$ cat src/rtl/adc_channel_averager.sv
// Per-channel boxcar averager behind the MAX11643 sequencer: captures one-hot
// strobed samples, averages 2^AVG_LOG2 of them per channel, and serves results.
module adc_channel_averager #(
    parameter int AVG_LOG2 = 2,
    parameter int NUM_CH   = 9
) (
    input  logic              ref_clk,
    input  logic              reset,
    input  logic              clear,
    input  logic [7:0]        ADC_DATA,
    input  logic [NUM_CH-1:0] ADC_RDY,
    input  logic              rd,
    input  logic [3:0]        RD_CH,
    output logic [7:0]        RD_DATA,
    output logic              rd_valid,
    output logic [NUM_CH-1:0] AVG_RDY,
    output logic              avg_upd,
    output logic [3:0]        AVG_CH,
    output logic [7:0]        AVG_DATA
);

    localparam int SW = 8 + AVG_LOG2;
    localparam int CW = (AVG_LOG2 == 0) ? 1 : AVG_LOG2;
    localparam logic [CW-1:0] CNT_MAX = CW'((1 << AVG_LOG2) - 1);
    localparam logic [3:0]    LAST_CH = 4'(NUM_CH - 1);

    // Stage 1: capture
    logic        s1_valid_q, s1_valid_d;
    logic [7:0]  s1_data_q, s1_data_d;
    logic [3:0]  s1_ch_q, s1_ch_d;

    always_comb begin
        s1_data_d  = ADC_DATA;
        s1_ch_d    = 4'd0;
        s1_valid_d = $onehot(ADC_RDY) && !clear;
        for (int i = 0; i < NUM_CH; i++) begin
            if (ADC_RDY[i]) begin
                s1_ch_d = 4'(i);
            end
        end
    end

    always_ff @(posedge ref_clk) begin
        if (reset) begin
            s1_valid_q <= 1'b0;
            s1_data_q  <= 8'd0;
            s1_ch_q    <= 4'd0;
        end else begin
            s1_valid_q <= s1_valid_d;
            s1_data_q  <= s1_data_d;
            s1_ch_q    <= s1_ch_d;
        end
    end

    // Stage 2: per-channel accumulators; done_vec flags the channel completing an average
    logic [NUM_CH-1:0]   done_vec;
    logic [NUM_CH*8-1:0] avg_vec;

    for (genvar gi = 0; gi < NUM_CH; gi++) begin : g_ch
        logic [SW-1:0] acc_q, acc_d;
        logic [CW-1:0] cnt_q, cnt_d;
        logic [SW-1:0] sum;
        logic          hit;
        logic          last;

        assign hit  = s1_valid_q && !clear && (s1_ch_q == 4'(gi));
        assign sum  = acc_q + SW'(s1_data_q);
        assign last = (cnt_q == CNT_MAX);

        assign done_vec[gi]         = hit && last;
        assign avg_vec[gi*8 +: 8]   = 8'(sum >> AVG_LOG2);

        always_comb begin
            acc_d = acc_q;
            cnt_d = cnt_q;
            if (clear) begin
                acc_d = '0;
                cnt_d = '0;
            end else if (hit) begin
                if (last) begin
                    acc_d = '0;
                    cnt_d = '0;
                end else begin
                    acc_d = sum;
                    cnt_d = cnt_q + CW'(1);
                end
            end
        end

        always_ff @(posedge ref_clk) begin
            if (reset) begin
                acc_q <= '0;
                cnt_q <= '0;
            end else begin
                acc_q <= acc_d;
                cnt_q <= cnt_d;
            end
        end
    end

    // Result bank, flags, update pulse and read port
    logic [7:0]        bank_q [NUM_CH];
    logic [7:0]        bank_d [NUM_CH];
    logic [NUM_CH-1:0] avg_rdy_q, avg_rdy_d;
    logic              avg_upd_q, avg_upd_d;
    logic [3:0]        avg_ch_q, avg_ch_d;
    logic [7:0]        avg_data_q, avg_data_d;
    logic [7:0]        rd_data_q, rd_data_d;
    logic              rd_valid_q, rd_valid_d;
    logic [7:0]        new_avg;
    logic              upd;
    logic              rd_in_range;

    assign upd         = |done_vec;
    assign rd_in_range = (RD_CH <= LAST_CH);

    always_comb begin
        new_avg = 8'd0;
        for (int i = 0; i < NUM_CH; i++) begin
            if (done_vec[i]) begin
                new_avg = avg_vec[i*8 +: 8];
            end
        end
    end

    always_comb begin
        bank_d     = bank_q;
        avg_rdy_d  = avg_rdy_q;
        avg_upd_d  = upd;
        avg_ch_d   = avg_ch_q;
        avg_data_d = avg_data_q;
        rd_data_d  = rd_data_q;
        rd_valid_d = rd;

        // Read sees the pre-write bank value; a same-cycle set beats the clear.
        if (rd) begin
            if (rd_in_range) begin
                rd_data_d          = bank_q[RD_CH];
                avg_rdy_d[RD_CH]   = 1'b0;
            end else begin
                rd_data_d = 8'd0;
            end
        end

        if (upd) begin
            bank_d[s1_ch_q]    = new_avg;
            avg_rdy_d[s1_ch_q] = 1'b1;
            avg_ch_d           = s1_ch_q;
            avg_data_d         = new_avg;
        end
    end

    always_ff @(posedge ref_clk) begin
        if (reset) begin
            bank_q     <= '{default: '0};
            avg_rdy_q  <= '0;
            avg_upd_q  <= 1'b0;
            avg_ch_q   <= 4'd0;
            avg_data_q <= 8'd0;
            rd_data_q  <= 8'd0;
            rd_valid_q <= 1'b0;
        end else begin
            bank_q     <= bank_d;
            avg_rdy_q  <= avg_rdy_d;
            avg_upd_q  <= avg_upd_d;
            avg_ch_q   <= avg_ch_d;
            avg_data_q <= avg_data_d;
            rd_data_q  <= rd_data_d;
            rd_valid_q <= rd_valid_d;
        end
    end

    assign RD_DATA  = rd_data_q;
    assign rd_valid = rd_valid_q;
    assign AVG_RDY  = avg_rdy_q;
    assign avg_upd  = avg_upd_q;
    assign AVG_CH   = avg_ch_q;
    assign AVG_DATA = avg_data_q;

endmodule

$ cat config.mk
export PLATFORM = sky130hd
export DESIGN_NAME = adc_channel_averager
export DESIGN_NICKNAME = d
export VERILOG_FILES = /design/src/rtl/adc_channel_averager.sv
export SDC_FILE = /design/constraint.sdc
export NUM_CORES = 1
export LEC_CHECK = 0
export ABC_AREA = 0
export BUFFER_PORTS_ARGS = -buffer_cell sky130_fd_sc_hd__buf_2
export CAP_MARGIN = 0
export CORE_MARGIN = 2
export CORE_UTILIZATION = 50
export CTS_BUF_LIST = sky130_fd_sc_hd__clkbuf_8 sky130_fd_sc_hd__clkbuf_16
export DETAILED_ROUTE_END_ITERATION = 7
export PLACE_DENSITY_LB_ADDON = 0.1
export SLEW_MARGIN = 10
export SYNTH_ARGS = -nofsm -noshare
export SYNTH_HDL_FRONTEND = slang
export SYNTH_SLANG_ARGS = --single-unit
export TNS_END_PERCENT = 20
$ cat constraint.sdc
create_clock -name ref_clk -period 3.4 [get_ports ref_clk]
set_input_delay 0.34 -clock ref_clk [delete_from_list [all_inputs] [get_ports ref_clk]]
set_output_delay 0.34 -clock ref_clk [all_outputs]
set_load 0.005 [all_outputs]
==> results.toml, run 1 <==
[sta]
period_minus_slack_ns = 3.06
finalHoldViolCount = 0
finalMaxSlewViolations = 0
setup_viol = 0
fmax_mhz = 327
post-route-period-util_pct = 90.1
rsz0062_at_grt = "false"
relSlewSlack_pct = 49.0
worst_pin_slew_ns = 0.765
skew_ns = 0.0129
setup_tns_ns = 0

[synthesis]
synth.top_cell.area_share_pct = 36.6
synth-async-reset-ratio_pct = 0
synth-edff-count = 0
post-synth-top-count-cell = "nor2_1"
synthCells = 1466
yosys_warnings = 0
ys_types = 78
synth_area_leaders = "dfxtp_1 (37%), ha_1 (8.5%), a21oi_1 (8.0%)"
synthFlopType = "dfxtp_1"
synth-seq-cells = 224
synth_nets = 1588
synth_top_cell_by_area = "dfxtp_1"
avgSynthCellArea_um2 = 8.36
ys_seq_area_share_pct = 36.6
synthesis.area_um2 = 12300
ys_top_cells_by_count = "nor2_1 (229), dfxtp_1 (224), a21oi_1 (196), nand2_1 (128), ha_1 (83)"

[critical_path]
critPathMaxStageDelay_ns = 0.42
crit_path_end_kind = "register"
crit_type = "register to register"
cp.required_ns = 3.81
worst_path_max_delay_cell = "fa_1"
path_cells = "buf_4 > ha_1 > fa_1 > a21o_1 > a21oi_1 > nor2b_1 > o311ai_1 > o2bb2ai_1 > xnor2_1 > a221oi_1 > o22ai_1"
worstPathArrival_ns = 3.47
cp_max_fo = 5
worstSetupStartpointType = "register"

[grt]
grt_pass1_wl_um = 55400
grt_overflow_total = 0
grt_max_degree = 70
grt_pass1_vias = 10000
antenna_found_initial = 0
grt_usage_pct = 27.0

[clock_network]
clk-insertion-delay-late_ns = 0.53
cts_root_buf = "clkbuf_16"
cts_num_sinks = 224
clk_pin_slew_worst_paths_ns = 0.06
cts_tree = "built"
h-tree-depth = 1
ctsResizeCount = 0
clockBufferDepth = 3
cts_hold_buf = 0
cts_buffers = 26
cts_setup_buffers = 0

[cells_and_area]
post-route-util_pct = 57.4
antenna_cells = 0
design_area_um2 = 13900
areaGrowthSynthToFinish_pct = 13.2
nFillCells = 2245
drive_gt1_share_pct = 11.7
num-nets-final = 1642

[routing]
drt_iter0_markers = 1078
via_count = 11000
wl_per_cell_um = 18.8
dr.pass1.iters = 5
viasPerCell = 5.90
routed_wl_um = 34900
drtAntennaViolNets = 0
drc_errors = 0

[power_and_ir_drop]
power_density_nw_per_um2 = 419
ir_worst_vdd_mv = 0.411
power_frac_seq_pct = 45.9
power_frac_clock_pct = 47.7
p_int_w = 0.00445
pwr-share-comb_pct = 6.4
p_leak_nw = 5.52
p_sw_w = 0.00136
swShare_pct = 23.5

[place]
port-buffer-count = 55
hpwl_um = 25800
placed_cell_area_um2 = 13000
gp_congestion = 0.900

[floorplanning]
dieArea_um2 = 25800
fp.coreArea_um2 = 24200
ios = 56
start_util_pct = 50.7
die_h_um = 161
rows = 57
fp.dieW_um = 161

[outcome]
status = "finished clean"

[job]
maxCapViolCount = 0

[hold_path]
hold_class = "input pin to register"
final cells by class:
cell class	count	area, um2	share of cell area, %
Tap cell	324	405	2.92
Inverter	36	135	0.974
Clock buffer	35	786	5.66
Timing Repair Buffer	97	631	4.55
Multi-Input combinational cell	1135	7360	53.0
Clock inverter	11	75.1	0.541
Sequential cell	224	4480	32.3
sequential cells by signal, summed over array words and instances (netlist names):
register,count
g_ch.acc_q,90
bank_q,72
g_ch.cnt_q,18
AVG_RDY,9
AVG_DATA,8
RD_DATA,8
s1_data_q,8
AVG_CH,4
s1_ch_q,4
avg_upd,1
rd_valid,1
s1_valid_q,1
path summary, 6_finish.rpt:
| path | start | endpoint | slack, ns | depth (start not counted) |
|---|---|---|---|---|
| hold reg to reg | bank_q[60] | bank_q[60] | 0.45 | 2 |
| setup reg to reg | s1_data_q[0] | AVG_DATA[6] | 0.34 | 11 |
| setup / recovery | s1_data_q[0] | AVG_DATA[6] | 0.34 | 11 |
| hold / removal | ADC_DATA[5] | s1_data_q[5] | 0.02 | 2 |
worst max-delay path: cells and delay by family, from the launching register on:
kind                       cells  cell delay (ns)
adders and majority gates      2             0.67
buffers and inverters          1             0.24
xor gates and xnor gates       1             0.15
AOI/OAI and AO/OA              6             1.37
DFF                            1             0.41
and+or+nand+nor                1             0.10
placed cells by master, fill, tap and decap left out, drive strengths merged, types with 35 or more instances in the layout:
master	synthesis	layout
buf	13	97
a22oi	46	46
dfxtp	224	224
inv	36	42
xnor2	44	44
a21oi	196	196
o21ai	49	49
nor2	233	233
nor3	47	47
nand2	129	129
ha	83	83
clkbuf	58	35
layer usage:
metal	GRT usage (%)	routed length, um
met1	40.1	16800
met2	40.6	14800
met3	4.21	2460
met4	8.07	922
met5	0	0
power groups by stage:
stage / registers [W] / logic (W) / clock network (W)
2_1_floorplan: 0.00272 / 0.000232 / 0
3_3_place_gp: 0.00272 / 0.000369 / 0
3_5_place_dp: 0.00272 / 0.000371 / 0
4_1_cts: 0.00266 / 0.000373 / 0.00281
5_1_grt: 0.00267 / 0.000411 / 0.00293
6_report: 0.00267 / 0.000374 / 0.00277
per-stage QoR:
step | hold WS [ns] | power [W] | setup WS (ns) | std cells
final | 0.0173 | 0.00581 | 0.338 | 1862
after floorplan | 0.412 | 0.00295 | 0.404 | 1466
after detailed placement | 0.443 | 0.00309 | 0.200 | 1816
after CTS | 0.00458 | 0.00585 | 0.349 | 1862
after global routing | 0.0150 | 0.00601 | 0.134 | 1862
after global placement | 0.439 | 0.00309 | 0.230 | 1816
cell families after synthesis:
| group | Yosys count | share of synthesized area (%) |
|---|---|---|
| AO/OA/AOI/OAI | 405 | 20.5 |
| adder cells (fa/ha/maj) | 97 | 10.8 |
| AND/OR/NAND/NOR | 548 | 20.8 |
| buffers and inverters | 107 | 3.44 |
| flip-flops | 224 | 36.6 |
| multiplexers | 21 | 3.35 |
| XOR/XNOR | 64 | 4.57 |
Power figures use the tool's default switching activity.
==> inputs of run 2 (changes only) <==
--- a/config.mk
+++ b/config.mk
@@ -8,12 +8,12 @@
 export ABC_AREA = 0
 export BUFFER_PORTS_ARGS = -buffer_cell sky130_fd_sc_hd__buf_2
 export CAP_MARGIN = 0
+export CORE_ASPECT_RATIO = 0.5
 export CORE_MARGIN = 2
 export CORE_UTILIZATION = 50
 export CTS_BUF_LIST = sky130_fd_sc_hd__clkbuf_8 sky130_fd_sc_hd__clkbuf_16
 export DETAILED_ROUTE_END_ITERATION = 7
 export PLACE_DENSITY_LB_ADDON = 0.1
-export SLEW_MARGIN = 10
 export SYNTH_ARGS = -nofsm -noshare
 export SYNTH_HDL_FRONTEND = slang
 export SYNTH_SLANG_ARGS = --single-unit
==> results.toml, run 2 (synthesis gave the netlist of run 1 again) <==
[grt]
antenna_found_initial = 0
grt_usage_pct = 28.6
grt_pass1_vias = 10400
grt_max_degree = 74
grt_overflow_total = 0
grt_pass1_wl_um = 57400

[critical_path]
crit_path_end_kind = "register"
crit_type = "register to register"
worstSetupStartpointType = "register"
cp.required_ns = 3.81
rrSetupSlack_ns = 0.39
cp_max_fo = 7
worstPathArrival_ns = 3.42

[sta]
finalMaxSlewViolations = 0
rsz0062_at_grt = "false"
finalHoldViolCount = 0
period_minus_slack_ns = 3.01
holdWs_ns = 0.0236
worst_pin_slew_ns = 0.767
relSlewSlack_pct = 48.9
skew_ns = 0.0102
fmax_mhz = 332
setup_viol = 0
setup_tns_ns = 0
post-route-period-util_pct = 88.5

[clock_network]
cts_setup_buffers = 0
h-tree-depth = 1
clk_pin_slew_worst_paths_ns = 0.07
cts_buffers = 22
cts_root_buf = "clkbuf_16"
cts_num_sinks = 224
cts_tree = "built"
clk-insertion-delay-late_ns = 0.53
clockBufferDepth = 3

[place]
gp_congestion = 0.922
port-buffer-count = 55
hpwl_um = 27000
placed_cell_area_um2 = 12900

[floorplanning]
dieArea_um2 = 25900
start_util_pct = 51.0
ios = 56
rows = 40
die_h_um = 115
fp.coreArea_um2 = 24000
fp.dieW_um = 225

[routing]
viasPerCell = 6.00
wl_per_cell_um = 20.0
drtAntennaViolNets = 0
drc_errors = 0
drt_iter0_markers = 917
via_count = 11000
dr.pass1.iters = 5
routed_wl_um = 36800

[hold_path]
hold_class = "input pin to register"

[outcome]
status = "finished clean"

[cells_and_area]
nFillCells = 2224
largest_register_ff_count = 90
num-nets-final = 1633
design_area_um2 = 13700
final_cell_mix = "nor2_1 (229), dfxtp_1 (223), a21oi_1 (196)"
drive_gt1_share_pct = 11.2
reg_top3 = "g_ch.acc_q x90, bank_q x72, g_ch.cnt_q x18"
regMostFlops = "g_ch.acc_q"
antenna_cells = 0
areaGrowthSynthToFinish_pct = 11.6
layout_commonest_cell = "nor2_1"

[power_and_ir_drop]
power_density_nw_per_um2 = 409
power_frac_clock_pct = 45.5
pwr-share-comb_pct = 6.8
power_w = 0.00559
p_leak_nw = 5.41
power_frac_seq_pct = 47.6
ir_worst_vdd_mv = 0.269
p_sw_w = 0.00135
p_int_w = 0.00424
swShare_pct = 24.2

[job]
maxCapViolCount = 0
[run 2: what timing repair did]
item | in CTS | in global routing
gates resized for setup | 0 | 1
hold endpoints to repair | 1 | 0
hold buffers | 1 | 0
endpoints found under the setup margin | 0 | 1
[run 2: power by group through the flow]
stage	sequential, W	combinational [W]	clock (W)
CTS	0.00266	0.000379	0.00258
finish	0.00266	0.000383	0.00255
global placement	0.00272	0.000360	0
floorplan	0.00272	0.000232	0
detailed placement	0.00272	0.000376	0
global route	0.00266	0.000418	0.00270
[run 2: layout make-up]
class / instances / area [um2] / area share [%]
Clock buffer: 27 / 631 / 4.61
Tap cell: 315 / 394 / 2.88
Sequential cell: 224 / 4490 / 32.8
Multi-Input combinational cell: 1135 / 7360 / 53.8
Timing Repair Buffer: 92 / 571 / 4.17
Inverter: 36 / 135 / 0.988
Clock inverter: 10 / 105 / 0.768
[run 2: stage by stage]
stage / util [%] / worst slack [ns] / std cells
after CTS: 56.9 / 0.152 / 1839
final: 56.9 / 0.390 / 1839
after detailed placement: 53.8 / 0.144 / 1801
after global routing: 56.9 / 0.143 / 1839
after global placement: 53.8 / 0.244 / 1801
after floorplan: - / 0.404 / 1466
[run 2: final timing paths]
path,start,end,cells past startpoint
setup reg to reg,s1_data_q[0],AVG_DATA[6],11
setup / recovery,s1_data_q[0],AVG_DATA[6],11
hold / removal,ADC_DATA[2],s1_data_q[2],2
hold reg to reg,bank_q[50],bank_q[50],2
[run 2: per-layer routing]
layer  part of all wire (%)  GRT usage (%)  up-vias
li1                       -              -     5324
met2                     44           45.8      380
met4                    2.3           6.98        0
met1                     45           39.2     5264
met3                    8.8           7.08       61
met5                      0              0        -
[run 2: worst max-delay path, cell delays in order, from the launching register on]
cell and delay, ns:
dfxtp_2 0.57, ha_1 0.28, inv_1 0.07, fa_1 0.41, nand2b_1 0.19, a21oi_1 0.19
o22ai_1 0.15, xnor2_1 0.17, a21o_1 0.18, nand4b_1 0.28, a211oi_1 0.30, o22ai_1 0.12
==> inputs of run 3 (changes only) <==
--- a/config.mk
+++ b/config.mk
@@ -14,6 +14,7 @@
 export CTS_BUF_LIST = sky130_fd_sc_hd__clkbuf_8 sky130_fd_sc_hd__clkbuf_16
 export DETAILED_ROUTE_END_ITERATION = 7
 export PLACE_DENSITY_LB_ADDON = 0.1
+export RECOVER_POWER = 100
 export SYNTH_ARGS = -nofsm -noshare
 export SYNTH_HDL_FRONTEND = slang
 export SYNTH_SLANG_ARGS = --single-unit
==> results.toml, run 3 (synthesis gave the netlist of run 1 again) <==
[power_and_ir_drop]
p_int_w = 0.00423
p_leak_nw = 5.31
power_density_nw_per_um2 = 411
power_frac_clock_pct = 45.6
power_w = 0.00559
pwr-share-comb_pct = 6.8
p_sw_w = 0.00136
ir_worst_vdd_mv = 0.273
power_frac_seq_pct = 47.7
swShare_pct = 24.3

[sta]
fmax_mhz = 319
period_minus_slack_ns = 3.13
rsz0062_at_grt = "false"
setup_tns_ns = 0
setup_viol = 0
finalMaxSlewViolations = 47
finalHoldViolCount = 0
worst_pin_slew_ns = 2.19
relSlewSlack_pct = -46.1
holdWs_ns = 0.0214
skew_ns = 0.0116
post-route-period-util_pct = 92.2

[grt]
grt_overflow_total = 0
antenna_found_initial = 0
grt_max_degree = 74
grt_pass1_wl_um = 57400
grt_usage_pct = 28.6
grt_pass1_vias = 10400

[floorplanning]
fp.dieW_um = 225
ios = 56
dieArea_um2 = 25900
die_h_um = 115
start_util_pct = 51.0
fp.coreArea_um2 = 24000
rows = 40

[cells_and_area]
drive_gt1_share_pct = 9.65
num-nets-final = 1633
post-route-util_pct = 56.7
antenna_cells = 0
layout_commonest_cell = "nor2_1"
largest_register_ff_count = 90
regMostFlops = "g_ch.acc_q"
reg_top3 = "g_ch.acc_q x90, bank_q x72, g_ch.cnt_q x18"
areaGrowthSynthToFinish_pct = 11.1
final_cell_mix = "nor2_1 (229), dfxtp_1 (223), a21oi_1 (196)"

[critical_path]
cp_max_fo = 20
crit_path_end = "AVG_DATA[2]"
rr_startpoint = "s1_ch_q[1]"
worstPathArrival_ns = 3.44
reg2reg_depth = 7
worstSetupStartpoint = "s1_ch_q[1]"
r2r-end = "AVG_DATA[2]"
worstSetupStartpointType = "register"
cp.required_ns = 3.71
rrSetupSlack_ns = 0.27
crit_type = "register to register"
crit_path_end_kind = "register"

[routing]
routed_wl_um = 36800
wl_per_cell_um = 20.0
drtAntennaViolNets = 0
via_count = 11000
viasPerCell = 6.00
drc_errors = 0
dr.pass1.iters = 5
drt_iter0_markers = 958

[clock_network]
cts_tree = "built"
cts_num_sinks = 224
clk-insertion-delay-late_ns = 0.53
clk_pin_slew_worst_paths_ns = 0.07
cts_root_buf = "clkbuf_16"
clockBufferDepth = 3
cts_setup_buffers = 0
h-tree-depth = 1
cts_buffers = 22

[job]
maxCapViolCount = 1

[outcome]
status = "complete, but fails checks"
violations = "capacitance limit, slew limit"

[place]
gp_congestion = 0.922
port-buffer-count = 55
hpwl_um = 27000

[hold_path]
hold_class = "input pin to register"
run 3: cell types whose count changed in the layout (fill, tap and decap cells not counted), sizes merged:
cell | before | now
buf | 91 | 72
clkbuf | 27 | 46
run 3: cell type report:
cell class,count,area (um2)
Timing Repair Buffer,92,524
Multi-Input combinational cell,1135,7340
Inverter,36,135
Tap cell,315,394
Clock buffer,27,631
Sequential cell,224,4490
Fill cell,2240,10400
Clock inverter,10,105
run 3: how the worst min path moves through the flow:
| stage | to | start | cells after the start | slack, ns |
|---|---|---|---|---|
| finish | s1_data_q[2] | ADC_DATA[2] | 2 | 0.02 |
| global route | s1_data_q[3] | ADC_DATA[3] | 2 | 0.02 |
| CTS | s1_data_q[2] | ADC_DATA[2] | 2 | 0.01 |
| detailed placement | bank_q[33] | bank_q[33] | 2 | 0.44 |
| global placement | bank_q[13] | bank_q[13] | 2 | 0.44 |
| floorplan | s1_ch_q[1] | ADC_RDY[8] | 1 | 0.41 |
run 3: what timing repair did:
action                                  CTS  global route
endpoints found under the setup margin    0             1
gates resized for setup                   0             1
hold endpoints to repair                  1             0
hold buffers                              1             0
run 3: through the flow:
step / std cells / setup WS (ns) / area, um2
after floorplan: 1466 / 0.404 / 12300
after global placement: 1801 / 0.244 / 12900
after detailed placement: 1801 / 0.144 / 12900
after CTS: 1839 / 0.152 / 13700
after global routing: 1839 / 0.0875 / 13600
final: 1839 / 0.266 / 13600
run 3: worst max-delay path, cell delays in order (launching register included):
cell and delay, ns:
dfxtp_1 0.46, nand4bb_1 0.35, or2_0 0.84, nor2_1 0.26, and2_1 0.29, a211oi_1 0.37
o2111a_1 0.27, a211oi_1 0.07
run 3: power by group through the flow:
| stage | combinational, W | sequential (W) | clock [W] |
|---|---|---|---|
| after floorplan | 0.000232 | 0.00272 | 0 |
| after global placement | 0.000360 | 0.00272 | 0 |
| after detailed placement | 0.000376 | 0.00272 | 0 |
| after CTS | 0.000379 | 0.00266 | 0.00258 |
| after global routing | 0.000414 | 0.00266 | 0.00270 |
| final | 0.000379 | 0.00266 | 0.00255 |
run 3: layer usage:
layer / GRT usage [%] / vias to the layer above / share of wire, %
li1: - / 5325 / -
met1: 39.2 / 5312 / 46
met5: 0 / - / 0
met2: 45.8 / 344 / 44
met3: 7.08 / 62 / 8.5
met4: 6.98 / 0 / 2.3
